==> config.mk <==
export PLATFORM = sky130hd
export DESIGN_NAME = route_decoder
export DESIGN_NICKNAME = d
export VERILOG_FILES = /design/src/rtl/route_decoder_pkg.sv /design/src/rtl/route_token_reg.sv /design/src/rtl/route_decoder.sv
export SDC_FILE = /design/constraint.sdc
export NUM_CORES = 1
export LEC_CHECK = 0
export BUFFER_PORTS_ARGS = -buffer_cell sky130_fd_sc_hd__buf_2
export CORE_ASPECT_RATIO = 0.75
export CORE_UTILIZATION = 25
export DETAILED_ROUTE_END_ITERATION = 8
export GPL_ROUTABILITY_DRIVEN = 0
export HOLD_SLACK_MARGIN = 0.06
export PLACE_DENSITY_LB_ADDON = 0.08
export SLEW_MARGIN = 10
export SYNTH_ARGS = -nofsm -noshare
export SYNTH_HDL_FRONTEND = slang
export SYNTH_SLANG_ARGS = --single-unit
==> constraint.sdc <==
create_clock -name clk -period 4.3 [get_ports clk]
set_input_delay 0.215 -clock clk [delete_from_list [all_inputs] [get_ports clk]]
set_output_delay 0.215 -clock clk [all_outputs]
set_load 0.05 [all_outputs]
==> src/rtl/route_decoder_pkg.sv <==
// Shared types and helpers for route_decoder: FSM encoding, stats counter width,
// leading-ones count of the level mask and the out0/out1 route decision.
package route_decoder_pkg;

  localparam int STATS_W = 16;

  typedef enum logic {
    ST_EMPTY = 1'b0,
    ST_FULL  = 1'b1
  } state_t;

  // Number of consecutive ones counted down from bit width-1.
  function automatic int lead_ones(input logic [31:0] mask, input int width);
    int n;
    logic run;
    logic [31:0] sh;
    n   = 0;
    run = 1'b1;
    for (int i = width - 1; i >= 0; i--) begin
      sh = mask >> i;
      if (run && sh[0]) n++;
      else run = 1'b0;
    end
    return n;
  endfunction

  // Returns 0 for out0 and 1 for out1. A full mask leaves no tree bit, so it
  // falls back to the exact leaf compare.
  function automatic logic route_sel(input logic [31:0] a, input logic [31:0] node_addr,
                                     input logic [31:0] node_mask, input int width,
                                     input bit leaf);
    int k;
    logic [31:0] sh;
    k = lead_ones(node_mask, width);
    if (leaf || k >= width) begin
      return ((a & node_mask) != node_addr);
    end
    sh = a >> (width - 1 - k);
    return sh[0];
  endfunction

endpackage

==> src/rtl/route_token_reg.sv <==
// One registered output token: loads on request, holds data/valid stable
// until the consumer takes it.
module route_token_reg #(
  parameter int W = 1
) (
  input  logic         clk,
  input  logic         rst_n,
  input  logic         load,
  input  logic [W-1:0] load_data,
  output logic [W-1:0] data,
  output logic         valid,
  input  logic         ready,
  output logic         free
);

  logic [W-1:0] data_reg, data_next;
  logic         valid_reg, valid_next;

  always_comb begin
    data_next  = data_reg;
    valid_next = valid_reg;
    if (load) begin
      data_next  = load_data;
      valid_next = 1'b1;
    end else if (valid_reg && ready) begin
      valid_next = 1'b0;
    end
  end

  always_ff @(posedge clk or negedge rst_n) begin
    if (!rst_n) begin
      data_reg  <= '0;
      valid_reg <= 1'b0;
    end else begin
      data_reg  <= data_next;
      valid_reg <= valid_next;
    end
  end

  assign data  = data_reg;
  assign valid = valid_reg;
  // Slot is empty by the end of this cycle unless reloaded.
  assign free  = !valid_reg || ready;

endmodule

==> src/rtl/route_decoder.sv <==
// Single-flit route decoder: steers each flit to out0 or out1 and emits a sel token.
// Optional per-output acceptance counters when ROUTE_DECODER_STATS_EN is defined.
module route_decoder
  import route_decoder_pkg::*;
#(
  parameter int                DATA_W    = 9,
  parameter int                ADDR_W    = 4,
  parameter int                ADDR_LSB  = 5,
  parameter logic [ADDR_W-1:0] NODE_ADDR = 4'b1010,
  parameter logic [ADDR_W-1:0] NODE_MASK = 4'b1110,
  parameter int                LEAF      = 0
) (
  input  logic              clk,
  input  logic              rst_n,
  input  logic [DATA_W-1:0] in_data,
  input  logic              in_valid,
  output logic              in_ready,
  output logic [DATA_W-1:0] out0_data,
  output logic              out0_valid,
  input  logic              out0_ready,
  output logic [DATA_W-1:0] out1_data,
  output logic              out1_valid,
  input  logic              out1_ready,
  output logic              sel,
  output logic              sel_valid,
`ifdef ROUTE_DECODER_STATS_EN
  input  logic              sel_ready,
  output logic [STATS_W-1:0] out0_cnt,
  output logic [STATS_W-1:0] out1_cnt
`else
  input  logic              sel_ready
`endif
);

  state_t            state_reg, state_next;
  logic              live_reg;
  logic              accept, route, sel_free, all_free;
  logic [ADDR_W-1:0] addr;
  logic [DATA_W-1:0] out_data [2];
  logic [1:0]        out_valid, out_ready, out_load, out_free;

  assign addr     = in_data[ADDR_LSB+ADDR_W-1:ADDR_LSB];
  assign route    = route_sel(32'(addr), 32'(NODE_ADDR), 32'(NODE_MASK), ADDR_W, LEAF != 0);
  assign accept   = in_valid && in_ready;
  assign all_free = sel_free && (&out_free);

  // Held low through reset and released on the first edge afterwards.
  always_ff @(posedge clk or negedge rst_n) begin
    if (!rst_n) live_reg <= 1'b0;
    else        live_reg <= 1'b1;
  end

  always_ff @(posedge clk or negedge rst_n) begin
    if (!rst_n) state_reg <= ST_EMPTY;
    else        state_reg <= state_next;
  end

  always_comb begin
    state_next = state_reg;
    case (state_reg)
      ST_EMPTY: if (accept) state_next = ST_FULL;
      ST_FULL:  if (!accept && all_free) state_next = ST_EMPTY;
      default:  state_next = ST_EMPTY;
    endcase
  end

  always_comb begin
    in_ready = 1'b0;
    case (state_reg)
      ST_EMPTY: in_ready = live_reg;
      ST_FULL:  in_ready = live_reg && all_free;
      default:  in_ready = 1'b0;
    endcase
  end

  route_token_reg #(.W(1)) u_sel_tok (
    .clk       (clk),
    .rst_n     (rst_n),
    .load      (accept),
    .load_data (route),
    .data      (sel),
    .valid     (sel_valid),
    .ready     (sel_ready),
    .free      (sel_free)
  );

  assign out_ready = {out1_ready, out0_ready};
  assign out_load  = {accept && route, accept && !route};

  for (genvar gi = 0; gi < 2; gi++) begin : g_out
    route_token_reg #(.W(DATA_W)) u_out_tok (
      .clk       (clk),
      .rst_n     (rst_n),
      .load      (out_load[gi]),
      .load_data (in_data),
      .data      (out_data[gi]),
      .valid     (out_valid[gi]),
      .ready     (out_ready[gi]),
      .free      (out_free[gi])
    );
  end

  assign out0_data  = out_data[0];
  assign out1_data  = out_data[1];
  assign out0_valid = out_valid[0];
  assign out1_valid = out_valid[1];

`ifdef ROUTE_DECODER_STATS_EN
  for (genvar gi = 0; gi < 2; gi++) begin : g_cnt
    logic [STATS_W-1:0] cnt_reg;
    always_ff @(posedge clk or negedge rst_n) begin
      if (!rst_n) begin
        cnt_reg <= '0;
      end else if (out_valid[gi] && out_ready[gi] && (cnt_reg != '1)) begin
        cnt_reg <= cnt_reg + 1'b1;
      end
    end
  end

  assign out0_cnt = g_cnt[0].cnt_reg;
  assign out1_cnt = g_cnt[1].cnt_reg;
`endif

endmodule

Word-level counts from Yosys, hierarchy flattened

Index checks and enable logic that the tools add are counted.
W data, S select, Z words.

Register bits: 24
Word-level logic and storage cells: 40
Input port bits: 15
Output and inout bits: 23

Bitwise operators: 1
Mux-type cells: 10
Reduce and logical (&&, ||, !) cells: 21

Operator list:

| kind                | count |
|---|---|
| $logic_and A1 B1 Y1 | 9 |
| $mux W1             | 8 |
| $reduce_bool A2 Y1  | 3 |
| $logic_not A1 Y1    | 5 |
| $pmux W1 S2         | 2 |
| $logic_or A1 B1 Y1  | 3 |
| $reduce_and A2 Y1   | 1 |
| $not A1 Y1          | 1 |

Longest topological paths before layout

Depth after elaboration: 11
Mapped depth: 5
Depth with buffers taken out: 4

Hierarchy

From an unflattened synthesis, not the netlist that was laid out.

Cell total of the unflattened synthesis: 60
Area, all modules: 1011.0 sq um

Modules (own cells, without submodules):

| module                                   | cells an instance | area an instance (sq um) | seq. area each (sq um) | instances |
|---|---|---|---|---|
| route_token_reg (g_out[0].u_out_tok ...) | 22                | 409.1                    | 250.2                  | 2 |
| route_decoder                            | 11                | 112.6                    | 50.0                   | 1 |
| route_token_reg (u_sel_tok)              | 5                 | 80.1                     | 50.0                   | 1 |

Least setup slack after synthesis

OpenSTA, ideal clock, no wires.

Path kind: register to register
Start: reg g_out[0].u_out_tok.valid_reg
End: reg g_out[1].u_out_tok.data_reg[0]
Cell stages (with the launch flop): 6
Arrival time: 1.669 ns
Period minus slack after synthesis: 1.794 ns
Path slack: 2.506 ns
Required time: 4.175 ns
Setup time: 0.125 ns
Buffers on the path: 1
Cell sequence: dfrtp_1 > nand2b_1 > a41oi_4 > or2_4 > buf_6 > mux2_4

Longest elaborated chain between the ends: 8

RTL lines:

| element                  | line                  | source |
|---|---|---|
| start: declaration       | route_token_reg.sv:17 | `logic valid_reg, valid_next;` |
| start signal: assignment | route_token_reg.sv:36 | `valid_reg <= valid_next;` |
| $logic_not A1 Y1         | route_token_reg.sv:43 | `assign free = !valid_reg \|\| ready;` |
| $logic_or A1 B1 Y1       | route_token_reg.sv:43 |  |
| $reduce_and A2 Y1        | route_decoder.sv:45   | `assign all_free = sel_free && (&out_free);` |
| $logic_and A1 B1 Y1      | route_decoder.sv:45   |  |
| $logic_and A1 B1 Y1      | route_decoder.sv:71   | `ST_FULL: in_ready = live_reg && all_free;` |
| $pmux W1 S2              | route_decoder.sv:69   | `case (state_reg)` |
| $logic_and A1 B1 Y1      | route_decoder.sv:44   | `assign accept = in_valid && in_ready;` |
| $logic_and A1 B1 Y1      | route_decoder.sv:88   | `assign out_load = {accept && route, accept && !route};` |
| end signal: assignment   | route_token_reg.sv:35 | `data_reg <= data_next;` |
| end: declaration         | route_token_reg.sv:16 | `logic [W-1:0] data_reg, data_next;` |

No other way between the ends.
A chain may end at the register's enable or synchronous reset.

Worst setup path in the final report

Start: reg g_out[1].u_out_tok.valid_reg
End: reg g_out[0].u_out_tok.data_reg[0]

Longest elaborated chain between the ends: 8

RTL lines:

| element                  | line |
|---|---|
| start: declaration       | route_token_reg.sv:17 |
| start signal: assignment | route_token_reg.sv:36 |
| $logic_not A1 Y1         | route_token_reg.sv:43 |
| $logic_or A1 B1 Y1       | route_token_reg.sv:43 |
| $reduce_and A2 Y1        | route_decoder.sv:45 |
| $logic_and A1 B1 Y1      | route_decoder.sv:45 |
| $logic_and A1 B1 Y1      | route_decoder.sv:71 |
| $pmux W1 S2              | route_decoder.sv:69 |
| $logic_and A1 B1 Y1      | route_decoder.sv:44 |
| $logic_and A1 B1 Y1      | route_decoder.sv:88 |
| end signal: assignment   | route_token_reg.sv:35 |
| end: declaration         | route_token_reg.sv:16 |

No other way between the ends.

==> out/metrics.cfg <==
[run_status]
status=finished, final reports clean

[die]
floorplan.initialDensity_pct=26.2
dieArea_mm2=0.00409
die_x_um=73.5
die_y_um=55.7
num_rows=19
ioPinCount=38
core_area_mm2=0.00366

[placed_design]
port_buffers=37
place_hpwl_mm=1.28
placedCellCount=151

[route]
wirelength_mm=1.79
drc=0
viasPerCell=3.99
final_antenna_net_count=0
drtIter0Drc=18
drtPass1Iterations=2
vias=622
wl_per_cell_um=11.5

[synth]
syn_inst=63
synth_commonest_cells=24 x dfrtp_1, 9 x mux2_2, 7 x mux2_4, 7 x nand2_1, 4 x nand2b_1
synthTopCellsByArea=dfrtp_1 63%, mux2_4 11%, mux2_2 11%
synth_edf_count=0
synth_area_um2=960
synth.distinct_cells=17
synthFlopType=dfrtp_1
ys_seq_area_share_pct=62.6
synth.most_common_cell=dfrtp_1
synth_nets=78
ys_warn_count=0
netlist.area_leader.share_pct=62.6
synth-seq-cells=24
synth_area_leader_cell=dfrtp_1
avgSynthCellArea_um2=15.2
async_reset_ff_share_pct=100

[worst_hold_path]
hold_class=input port to flop

[pwr]
p_int_uw=453
clkPwrFrac_pct=19.2
comb_power_share_pct=42.3
p_switching_uw=332
p_leak_nw=0.639
swShare_pct=42.3
pwr_density_cell_mw_per_mm2=621
pwr-share-seq_pct=38.5
ir_drop_mv=0.229

[global_routing]
grt_max_degree=25
grt_pass1_wl_mm=2.94
grt_pass1_vias=601
grt_usage_pct=9.62
antenna_found_initial=0
grt-ovfl-total=0

[finish]
num-fill-cells=390
diodes=0
fin_cells=156
fin_nets=120
drive_above_1_share_pct=58.7
synthToLayoutAreaGrowth_pct=31.7
largest_reg_flops=18

[timing]
skew_ps=6.55
final.period_utilization_pct=39.4
period_needed_ps=1690
worst_pin_slew_ps=542
holdWs_ps=174
slew_headroom_pct=63.9
clock.fmax_mhz=591
slew_violations=0
grt_setup_unrepaired=no
finalHoldViolCount=0
finalSetupTns_ps=0
setup_viol=0

[critical_path]
cp_max_fo=9
critPathLaunchType=flop
path_class=flop to flop
critPathCaptureType=flop
critical_path_arrival_ps=1840
cp.required_ps=4450

[cts]
cts_num_sinks=24
clk_path_buf_depth=2
worstSkewPairLatency_ps=260
cts_tree=done
cts-root-buf=clkbuf_8
cts_made_buffers=3
htreeDepth=1
cts-resized-gates=0
path_clk_slew_ps=90

[run]
cap_violations=0

## cell usage in the layout (no fill, tap or decap)
master         netlist  final
mux2_4               7      7
buf_2                0     37
o21ai_0              1      1
nand3_1              1      1
nand2b_1             4      4
inv_1                1      1
nand2_1              7      7
and3b_1              1      1
or2_4                1      1
dfrtp_1             24     24
and2_4               1      1
nor2_2               1      1
a41oi_4              1      1
and2_1               1      1
nor2b_1              1      1
dlygate4sd3_1        0      1
clkbuf_8             0      4
mux2_2               9      9
conb_1               1      1
## final timing paths
path                                                        start                                endpoint  slack, ps  depth (start not counted)
setup reg to reg             g_out[1].u_out_tok.valid$_DFFE_PN0P_  g_out[0].u_out_tok.data[0]$_DFFE_PN0P_       2610                          4
max in group asynchronous                                   rst_n  g_out[1].u_out_tok.data[0]$_DFFE_PN0P_       3470                          2
hold / removal                                         in_data[5]    g_out[0].u_out_tok.valid$_DFFE_PN0P_        170                          2
setup / recovery             g_out[1].u_out_tok.valid$_DFFE_PN0P_  g_out[0].u_out_tok.data[0]$_DFFE_PN0P_       2610                          4
min in group asynchronous                                   rst_n  g_out[0].u_out_tok.data[6]$_DFFE_PN0P_        460                          2
hold reg to reg            g_out[1].u_out_tok.data[5]$_DFFE_PN0P_  g_out[1].u_out_tok.data[5]$_DFFE_PN0P_        490                          1
## power groups by stage
stage	clock network, mW	logic, mW	registers (mW)
detailed placement	0	0.334	0.308
global placement	0	0.333	0.307
finish	0.151	0.332	0.303
global route	0.166	0.348	0.311
floorplan	0	0.0777	0.488
CTS	0.157	0.335	0.304
## metal layers
metal	up-vias	global-route usage, %	wire (µm)	part of all wire [%]
li1	293	-	-	-
met1	307	12.9	856	48
met2	20	14.5	797	44
met3	2	4.17	126	7.0
met4	0	1.65	13	0.72
met5	-	0	0	0
## logic make-up after synthesis
group	count (synthesis)	synth area share (%)
flops	24	62.6
buf+inv	2	1.56
compound gates	2	3.39
simple gates	18	10.6
other cells	1	0.391
mux	16	21.5
## stage by stage
stage | total power, mW | setup slack (ps) | util, % | area [µm²]
2_1_floorplan | 0.565 | 2510 | - | 960
3_3_place_gp | 0.640 | 2590 | 32.7 | 1200
6_report | 0.785 | 2610 | 34.5 | 1260
4_1_cts | 0.796 | 2540 | 34.5 | 1260
5_1_grt | 0.825 | 2460 | 34.5 | 1260
3_5_place_dp | 0.642 | 2570 | 32.7 | 1200
## what timing repair did
item                                    4_1_cts  5_1_grt
endpoints found under the setup margin        0        0
setup buffers                                 0        0
hold buffers                                  1        0
endpoints found under the hold margin        24        0
## area by class of cell
cell class                      count  area [µm²]  share of cell area (%)
Clock buffer                        4        55.1                    4.36
Inverter                            1        3.75                   0.297
Multi-Input combinational cell     37         344                    27.2
Sequential cell                    24         601                    47.5
Tap cell                           52        65.1                    5.15
Timing Repair Buffer               38         195                    15.4
## worst max-delay path, stage by stage (launching register included)
cell and delay (ps):
dfrtp_1 390, nand2b_1 170, a41oi_4 170, nor2_2 450
mux2_2 400
(Power assumes the default switching activity.)
